===== config.mk =====
export PLATFORM = sky130hd
export DESIGN_NAME = uart_json_rx
export DESIGN_NICKNAME = d
export VERILOG_FILES = /design/src/rtl/uart_json_pkg.sv /design/src/rtl/uart_rx.sv /design/src/rtl/uart_json_rx.sv
export SDC_FILE = /design/constraint.sdc
export NUM_CORES = 1
export LEC_CHECK = 0
export CAP_MARGIN = 20
export CORE_MARGIN = 5
export CORE_UTILIZATION = 56
export CTS_BUF_LIST = sky130_fd_sc_hd__clkbuf_4 sky130_fd_sc_hd__clkbuf_8
export CTS_CLUSTER_SIZE = 16
export DETAILED_ROUTE_END_ITERATION = 10
export GPL_ROUTABILITY_DRIVEN = 1
export GPL_TIMING_DRIVEN = 0
export PLACE_DENSITY_LB_ADDON = 0.1
export SETUP_SLACK_MARGIN = 0.5
export SYNTH_ARGS = -nofsm -noshare
export SYNTH_HDL_FRONTEND = slang
export SYNTH_SLANG_ARGS = --single-unit

===== constraint.sdc =====
create_clock -name clk -period 3.9 [get_ports clk]
set_clock_uncertainty 0.15 [all_clocks]
set_input_delay 0.78 -clock clk [delete_from_list [all_inputs] [get_ports clk]]
set_output_delay 0.78 -clock clk [all_outputs]
set_load 0.01 [all_outputs]

===== src/rtl/uart_json_pkg.sv =====
// Shared constants for the motor-command JSON receiver: parser states,
// ASCII tokens, fixed literal fragments and move_cmd encodings.
package uart_json_pkg;

  typedef logic [3:0] state_t;

  localparam state_t S_IDLE   = 4'd0;
  localparam state_t S_HDR    = 4'd1;
  localparam state_t S_L_SIGN = 4'd2;
  localparam state_t S_L_INT  = 4'd3;
  localparam state_t S_L_DOT  = 4'd4;
  localparam state_t S_L_DIG  = 4'd5;
  localparam state_t S_MID    = 4'd6;
  localparam state_t S_R_SIGN = 4'd7;
  localparam state_t S_R_INT  = 4'd8;
  localparam state_t S_R_DOT  = 4'd9;
  localparam state_t S_R_DIG  = 4'd10;
  localparam state_t S_CLOSE  = 4'd11;
  localparam state_t S_EOL    = 4'd12;

  localparam logic [7:0] CH_LBRACE = 8'h7B;
  localparam logic [7:0] CH_RBRACE = 8'h7D;
  localparam logic [7:0] CH_MINUS  = 8'h2D;
  localparam logic [7:0] CH_DOT    = 8'h2E;
  localparam logic [7:0] CH_ZERO   = 8'h30;
  localparam logic [7:0] CH_NINE   = 8'h39;
  localparam logic [7:0] CH_LF     = 8'h0A;

  // Element [N-1] is the first byte on the wire.
  localparam logic [9:0][7:0] HDR = "\"T\":1,\"L\":";
  localparam logic [4:0][7:0] MID = ",\"R\":";

  localparam logic [3:0] MV_FWD       = 4'h0;
  localparam logic [3:0] MV_TURN_L    = 4'h1;
  localparam logic [3:0] MV_TURN_R    = 4'h2;
  localparam logic [3:0] MV_REV       = 4'h3;
  localparam logic [3:0] MV_SPIN_L    = 4'h4;
  localparam logic [3:0] MV_SPIN_R    = 4'h5;
  localparam logic [3:0] MV_REV_L     = 4'h6;
  localparam logic [3:0] MV_REV_R     = 4'h7;
  localparam logic [3:0] MV_UNMAPPED  = 4'hE;
  localparam logic [3:0] MV_STOP      = 4'hF;

  // Signs must already be normalised so that a zero digit is never negative.
  function automatic logic [7:0] decode_motion(input logic ln, input logic [3:0] ld,
                                               input logic rn, input logic [3:0] rd);
    logic [3:0] mv;
    logic [3:0] sp;
    mv = MV_UNMAPPED;
    sp = 4'd0;
    if (ld == 4'd0 && rd == 4'd0) begin
      mv = MV_STOP;
    end else if (ld == 4'd0) begin
      mv = rn ? MV_REV_L : MV_TURN_L;
      sp = rd;
    end else if (rd == 4'd0) begin
      mv = ln ? MV_REV_R : MV_TURN_R;
      sp = ld;
    end else if (ld == rd) begin
      sp = ld;
      case ({ln, rn})
        2'b00:   mv = MV_FWD;
        2'b11:   mv = MV_REV;
        2'b10:   mv = MV_SPIN_L;
        default: mv = MV_SPIN_R;
      endcase
    end
    return {mv, sp};
  endfunction

endpackage


===== src/rtl/uart_rx.sv =====
// 8N1 UART byte receiver: 2-flop synchroniser, mid-bit sampling, LSB first.
// Bad stop bit pulses frame_err instead of rx_valid.
module uart_rx #(
  parameter int CLKS_PER_BIT = 434
) (
  input  logic       clk,
  input  logic       rst,
  input  logic       uart_in,
  output logic [7:0] rx_byte,
  output logic       rx_valid,
  output logic       frame_err
);

  localparam int CW = $clog2(CLKS_PER_BIT + 1);
  localparam logic [CW-1:0] HALF_M1 = CW'(CLKS_PER_BIT / 2 - 1);
  localparam logic [CW-1:0] FULL_M1 = CW'(CLKS_PER_BIT - 1);

  localparam logic [1:0] RX_IDLE  = 2'd0;
  localparam logic [1:0] RX_START = 2'd1;
  localparam logic [1:0] RX_DATA  = 2'd2;
  localparam logic [1:0] RX_STOP  = 2'd3;

  logic          sync1, sync2, line_q;
  logic [1:0]    state;
  logic [CW-1:0] cnt;
  logic [2:0]    bit_idx;

  always_ff @(posedge clk) begin
    if (!rst) begin
      sync1     <= 1'b1;
      sync2     <= 1'b1;
      line_q    <= 1'b1;
      state     <= RX_IDLE;
      cnt       <= '0;
      bit_idx   <= 3'd0;
      rx_byte   <= 8'd0;
      rx_valid  <= 1'b0;
      frame_err <= 1'b0;
    end else begin
      sync1     <= uart_in;
      sync2     <= sync1;
      line_q    <= sync2;
      rx_valid  <= 1'b0;
      frame_err <= 1'b0;
      case (state)
        RX_IDLE: begin
          cnt <= '0;
          // Edge, not level: a line stuck low after a framing error must not re-trigger.
          if (line_q && !sync2) state <= RX_START;
        end
        RX_START: begin
          if (cnt == HALF_M1) begin
            cnt     <= '0;
            bit_idx <= 3'd0;
            state   <= sync2 ? RX_IDLE : RX_DATA;
          end else begin
            cnt <= cnt + 1'b1;
          end
        end
        RX_DATA: begin
          if (cnt == FULL_M1) begin
            cnt     <= '0;
            rx_byte <= {sync2, rx_byte[7:1]};
            bit_idx <= bit_idx + 3'd1;
            if (bit_idx == 3'd7) state <= RX_STOP;
          end else begin
            cnt <= cnt + 1'b1;
          end
        end
        default: begin
          if (cnt == FULL_M1) begin
            cnt       <= '0;
            rx_valid  <= sync2;
            frame_err <= !sync2;
            state     <= RX_IDLE;
          end else begin
            cnt <= cnt + 1'b1;
          end
        end
      endcase
    end
  end

endmodule


===== src/rtl/uart_json_rx.sv =====
// Parses {"T":1,"L":<v>,"R":<v>}\n from a UART link and publishes the wheel
// values plus the equivalent move_cmd/speed_level; outputs change only on commit.
module uart_json_rx
  import uart_json_pkg::*;
#(
  parameter int CLKS_PER_BIT = 50_000_000 / 115_200,
  parameter int GAP_BITS     = 20
) (
  input  logic       clk,
  input  logic       rst,
  input  logic       uart_in,
  output logic       l_neg,
  output logic [3:0] l_digit,
  output logic       r_neg,
  output logic [3:0] r_digit,
  output logic [3:0] move_cmd,
  output logic [3:0] speed_level,
  output logic       valid,
  output logic       frame_err,
  output logic       parse_err
);

  localparam int GAP_LIMIT = GAP_BITS * CLKS_PER_BIT;
  localparam int GW        = $clog2(GAP_LIMIT + 1);
  localparam logic [GW-1:0] GAP_M1 = GW'(GAP_LIMIT - 1);

  logic [7:0]    rx_byte;
  logic          rx_valid, rx_ferr;
  state_t        state, acc_state;
  logic [3:0]    idx;
  logic          byte_ok, is_digit;
  logic          l_neg_s, r_neg_s;
  logic [3:0]    l_dig_s, r_dig_s;
  logic [GW-1:0] gap_cnt;
  logic          ln_c, rn_c;
  logic [7:0]    motion;

  uart_rx #(.CLKS_PER_BIT(CLKS_PER_BIT)) u_rx (
    .clk       (clk),
    .rst       (rst),
    .uart_in   (uart_in),
    .rx_byte   (rx_byte),
    .rx_valid  (rx_valid),
    .frame_err (rx_ferr)
  );

  assign is_digit = (rx_byte >= CH_ZERO) && (rx_byte <= CH_NINE);
  // "-0.0" is published as positive zero.
  assign ln_c   = l_neg_s && (l_dig_s != 4'd0);
  assign rn_c   = r_neg_s && (r_dig_s != 4'd0);
  assign motion = decode_motion(ln_c, l_dig_s, rn_c, r_dig_s);

  always_comb begin
    byte_ok   = 1'b0;
    acc_state = state;
    case (state)
      S_IDLE: begin
        byte_ok   = 1'b1;
        acc_state = (rx_byte == CH_LBRACE) ? S_HDR : S_IDLE;
      end
      S_HDR: begin
        byte_ok   = (rx_byte == HDR[4'd9 - idx]);
        acc_state = (idx == 4'd9) ? S_L_SIGN : S_HDR;
      end
      S_L_SIGN: begin
        byte_ok   = (rx_byte == CH_MINUS) || (rx_byte == CH_ZERO);
        acc_state = (rx_byte == CH_MINUS) ? S_L_INT : S_L_DOT;
      end
      S_L_INT: begin byte_ok = (rx_byte == CH_ZERO); acc_state = S_L_DOT; end
      S_L_DOT: begin byte_ok = (rx_byte == CH_DOT);  acc_state = S_L_DIG; end
      S_L_DIG: begin byte_ok = is_digit;             acc_state = S_MID;   end
      S_MID: begin
        byte_ok   = (rx_byte == MID[3'd4 - idx[2:0]]);
        acc_state = (idx == 4'd4) ? S_R_SIGN : S_MID;
      end
      S_R_SIGN: begin
        byte_ok   = (rx_byte == CH_MINUS) || (rx_byte == CH_ZERO);
        acc_state = (rx_byte == CH_MINUS) ? S_R_INT : S_R_DOT;
      end
      S_R_INT: begin byte_ok = (rx_byte == CH_ZERO);   acc_state = S_R_DOT; end
      S_R_DOT: begin byte_ok = (rx_byte == CH_DOT);    acc_state = S_R_DIG; end
      S_R_DIG: begin byte_ok = is_digit;               acc_state = S_CLOSE; end
      S_CLOSE: begin byte_ok = (rx_byte == CH_RBRACE); acc_state = S_EOL;   end
      S_EOL:   begin byte_ok = (rx_byte == CH_LF);     acc_state = S_IDLE;  end
      default: begin byte_ok = 1'b0;                   acc_state = S_IDLE;  end
    endcase
  end

  always_ff @(posedge clk) begin
    if (!rst) begin
      state       <= S_IDLE;
      idx         <= 4'd0;
      gap_cnt     <= '0;
      l_neg_s     <= 1'b0;
      r_neg_s     <= 1'b0;
      l_dig_s     <= 4'd0;
      r_dig_s     <= 4'd0;
      l_neg       <= 1'b0;
      l_digit     <= 4'd0;
      r_neg       <= 1'b0;
      r_digit     <= 4'd0;
      move_cmd    <= MV_STOP;
      speed_level <= 4'd0;
      valid       <= 1'b0;
      frame_err   <= 1'b0;
      parse_err   <= 1'b0;
    end else begin
      valid     <= 1'b0;
      parse_err <= 1'b0;
      frame_err <= rx_ferr;
      if (rx_ferr) begin
        state   <= S_IDLE;
        idx     <= 4'd0;
        gap_cnt <= '0;
      end else if (rx_valid) begin
        gap_cnt <= '0;
        if (byte_ok) begin
          state <= acc_state;
          idx   <= ((state == S_HDR || state == S_MID) && acc_state == state) ? idx + 4'd1 : 4'd0;
          case (state)
            S_L_SIGN: l_neg_s <= (rx_byte == CH_MINUS);
            S_L_DIG:  l_dig_s <= rx_byte[3:0];
            S_R_SIGN: r_neg_s <= (rx_byte == CH_MINUS);
            S_R_DIG:  r_dig_s <= rx_byte[3:0];
            S_EOL: begin
              l_neg       <= ln_c;
              l_digit     <= l_dig_s;
              r_neg       <= rn_c;
              r_digit     <= r_dig_s;
              move_cmd    <= motion[7:4];
              speed_level <= motion[3:0];
              valid       <= 1'b1;
            end
            default: ;
          endcase
        end else begin
          // A stray '{' is taken as the start of a fresh message.
          parse_err <= 1'b1;
          state     <= (rx_byte == CH_LBRACE) ? S_HDR : S_IDLE;
          idx       <= 4'd0;
        end
      end else if (state != S_IDLE) begin
        if (gap_cnt == GAP_M1) begin
          parse_err <= 1'b1;
          state     <= S_IDLE;
          idx       <= 4'd0;
          gap_cnt   <= '0;
        end else begin
          gap_cnt <= gap_cnt + 1'b1;
        end
      end
    end
  end

endmodule

==> results.py <==
metrics = {
    "run_status": {
        "outcome": "complete, no violations",
    },
    "place": {
        "dp_hpwl_um": 7500,
        "dp.cells": 647,
        "portBuffers": 23,
        "place_ws_ns": 0.416,
        "place_congestion": 0.881,
    },
    "cts": {
        "htreeDepth": 3,
        "insertion_delay_ns": 0.36,
        "cts_made_buffers": 9,
        "cts_hold_buf": 0,
        "clkTransAtPathRegs_ns": 0.09,
        "cts_tree": "done",
        "ctsLongestPathBuffers": 2,
        "cts_root_buf": "clkbuf_8",
        "clock_sinks": 80,
    },
    "yosys": {
        "synth_compound_area_frac": 0.170,
        "yosys.area_share.simple": 0.246,
        "synth.distinct_cells": 70,
        "syn_inst": 522,
        "syn_area_sq_um": 4440,
        "synth_area_leaders": "dfxtp_1 36%, mux2i_1 7.0%, nor2_1 5.7%",
        "synthFlopType": "dfxtp_1",
        "ys_ff_latch": 80,
        "muxShareOfSynthArea": 0.0750,
        "synth_edf_count": 0,
        "synth_nets": 540,
        "yosys.area.top_type": "dfxtp_1",
        "synthArstFlopShare": 0,
        "syn_avg_cell_area_sq_um": 8.50,
        "synthDominantCellAreaShare": 0.361,
        "synth_seq_area_share": 0.361,
        "yosys.area_share.xor_xnor": 0.0589,
        "synth_warnings": 0,
        "synth-adder-area-share": 0.0423,
        "synth_top_family_by_area": "simple AND/OR/NAND/NOR gates",
    },
    "final_layout": {
        "final_common_cell": "dfxtp_1",
        "fin_nets": 577,
        "drive_gt1_frac": 0.0977,
        "fill_cells": 685,
        "syn_to_final_growth_pct": 15.1,
        "layout_common_cells": "78 x dfxtp_1, 66 x nor2_1, 49 x nand2_1",
        "num_antenna_cells": 0,
        "final_cells": 665,
    },
    "timing": {
        "timing_hold_violations_final": 0,
        "slew_viol_final": 0,
        "fmax_ghz": 0.310,
        "relSlewSlack": 0.287,
        "rsz0062_at_grt": "yes",
        "setup_violations": 0,
        "tightest_slew_ns": 1.06,
        "min_period_ns": 3.23,
        "setup_tns_ns": 0,
        "timing.final.crit_share": 0.827,
        "worst_slack_ns": 0.674,
    },
    "floorplan": {
        "die_w_um": 99.0,
        "start_util": 0.574,
        "core_area_sq_um": 7730,
        "dieHeight_um": 99.0,
        "io_pins": 24,
        "dieArea_sq_um": 9800,
        "core.rowCount": 32,
    },
    "pwr": {
        "power.static_leakage_nw": 1.86,
        "vdd_ir_drop_max_v": 0.000195,
        "powerDensity_nw_per_um2": 290,
        "power.total_mw": 1.48,
    },
    "route": {
        "vias_per_cell": 5.89,
        "wl_um": 10300,
        "drtPass1Iterations": 5,
        "wl_per_cell_um": 15.5,
        "ant_nets": 0,
        "route.vias.total": 3917,
        "drtIter0Drc": 318,
        "route.detailed.drc": 0,
    },
    "setup_path": {
        "crit_fanout": 6,
        "cp.required_ns": 3.98,
        "critPathCaptureType": "flop",
        "critical_path_class": "flop to flop",
        "crit_chain": "inv_2, ha_1, xnor2_2, mux2_1, a22o_1, o2bb2ai_1, nor4_4, a41oi_4, buf_6, o311ai_4, o41ai_2",
        "timing.critical_path.arrival_ns": 3.31,
        "max_stage_delay_ns": 0.40,
        "critPathLaunchType": "flop",
        "cpMaxStageDelayCell": "dfxtp_2",
    },
    "min_path": {
        "hold_path_class": "flop to flop",
    },
    "global_routing": {
        "grt_pass1_wl_um": 17700,
        "track_usage": 0.215,
        "grt_overflow": 0,
        "grt_max_degree": 15,
        "antenna_found_initial": 0,
        "grt_pass1_vias": 3776,
    },
    "job": {
        "max-cap-violations": 0,
    },
}
## layer usage
| layer | global-route usage | up-vias | part of all wire |
|---|---|---|---|
| met5 | 0 | - | 0 |
| met4 | 0.0578 | 0 | 0.011 |
| met3 | 0.0410 | 13 | 0.045 |
| met2 | 0.348 | 82 | 0.46 |
| met1 | 0.294 | 1874 | 0.48 |
| li1 | - | 1948 | - |
## area by class of cell
class,count,area (sq um),area share
repair buffers,26,250,0.0490
inverters,13,48.8,0.00955
clock inverters,5,63.8,0.0125
clock buffers,10,138,0.0269
plain buffers,36,164,0.0321
flip-flops and latches,80,1610,0.314
well taps,102,128,0.0250
multi-input cells,393,2710,0.531
## flip-flops by register name, indices dropped and copies added, names as in the netlist, 3 cells and up
name          cells
move_cmd          4
gap_cnt          14
idx               4
r_dig_s           4
u_rx.rx_byte      8
u_rx.bit_idx      3
speed_level       4
r_digit           4
state             4
l_digit           4
l_dig_s           4
u_rx.cnt          9
## path summary, 6_finish.rpt
check	startpoint	endpoint	slack, ns	cells past startpoint
setup / recovery	idx[1]	r_neg_s	0.67	11
hold / removal	u_rx.sync1	u_rx.sync2	0.28	1
setup reg to reg	idx[1]	r_neg_s	0.67	11
hold reg to reg	u_rx.sync1	u_rx.sync2	0.28	1
## metrics by stage
step	hold WS [ns]	cell area (sq um)	util
6_report	0.279	5110	0.661
4_1_cts	0.280	5020	0.650
3_5_place_dp	0.258	4800	0.621
5_1_grt	0.301	5110	0.661
3_3_place_gp	0.249	4800	0.621
2_1_floorplan	0.236	4440	-
## cell families after synthesis
| kind of cell | count (synthesis) |
|---|---|
| adders and majority gates | 15 |
| and+or+nand+nor | 214 |
| DFF | 80 |
| xor gates and xnor gates | 29 |
| muxes | 33 |
| AOI/OAI and AO/OA | 102 |
| buffers and inverters | 49 |
## critical path, delay by kind of cell, from the launching register on
kind,cells,cell delay (ns)
compound gates,5,1.03
flops,1,0.40
simple gates,1,0.37
mux,1,0.34
buf+inv,2,0.31
fa+ha+maj,1,0.28
xor+xnor,1,0.22
## synthesized netlist by cell type, types with 4 or more instances
master / instances
nand2b_1: 10
o41ai_1: 6
a22oi_1: 5
dfxtp_1: 80
o21ai_0: 13
mux2i_1: 31
nand2_1: 49
buf_2: 5
nor2_1: 67
nor3_1: 12
inv_1: 13
ha_1: 15
clkbuf_1: 26
o22ai_1: 6
nor2b_1: 8
xnor2_1: 8
xor2_1: 20
a21oi_1: 24
nor4_1: 6
nand3_1: 19
o211ai_1: 7
and2_1: 7
or4_1: 4
nand4_1: 5
and3_1: 9
## where the power goes
group / leakage (nW) / switching (mW) / internal, mW
combinational: 1.12 / 0.0239 / 0.00912
sequential: 0.646 / 0.00339 / 0.818
clock: 0.0994 / 0.313 / 0.315
## what timing repair did
| item | 4_1_cts | 5_1_grt |
|---|---|---|
| setup endpoints to repair | 15 | 34 |
| pin swaps | 2 | 3 |
| gates cloned | 0 | 1 |
| buffers inserted | 2 | 0 |
| gates resized for setup | 3 | 20 |
Note: power is estimated with default switching activity, not from simulation.
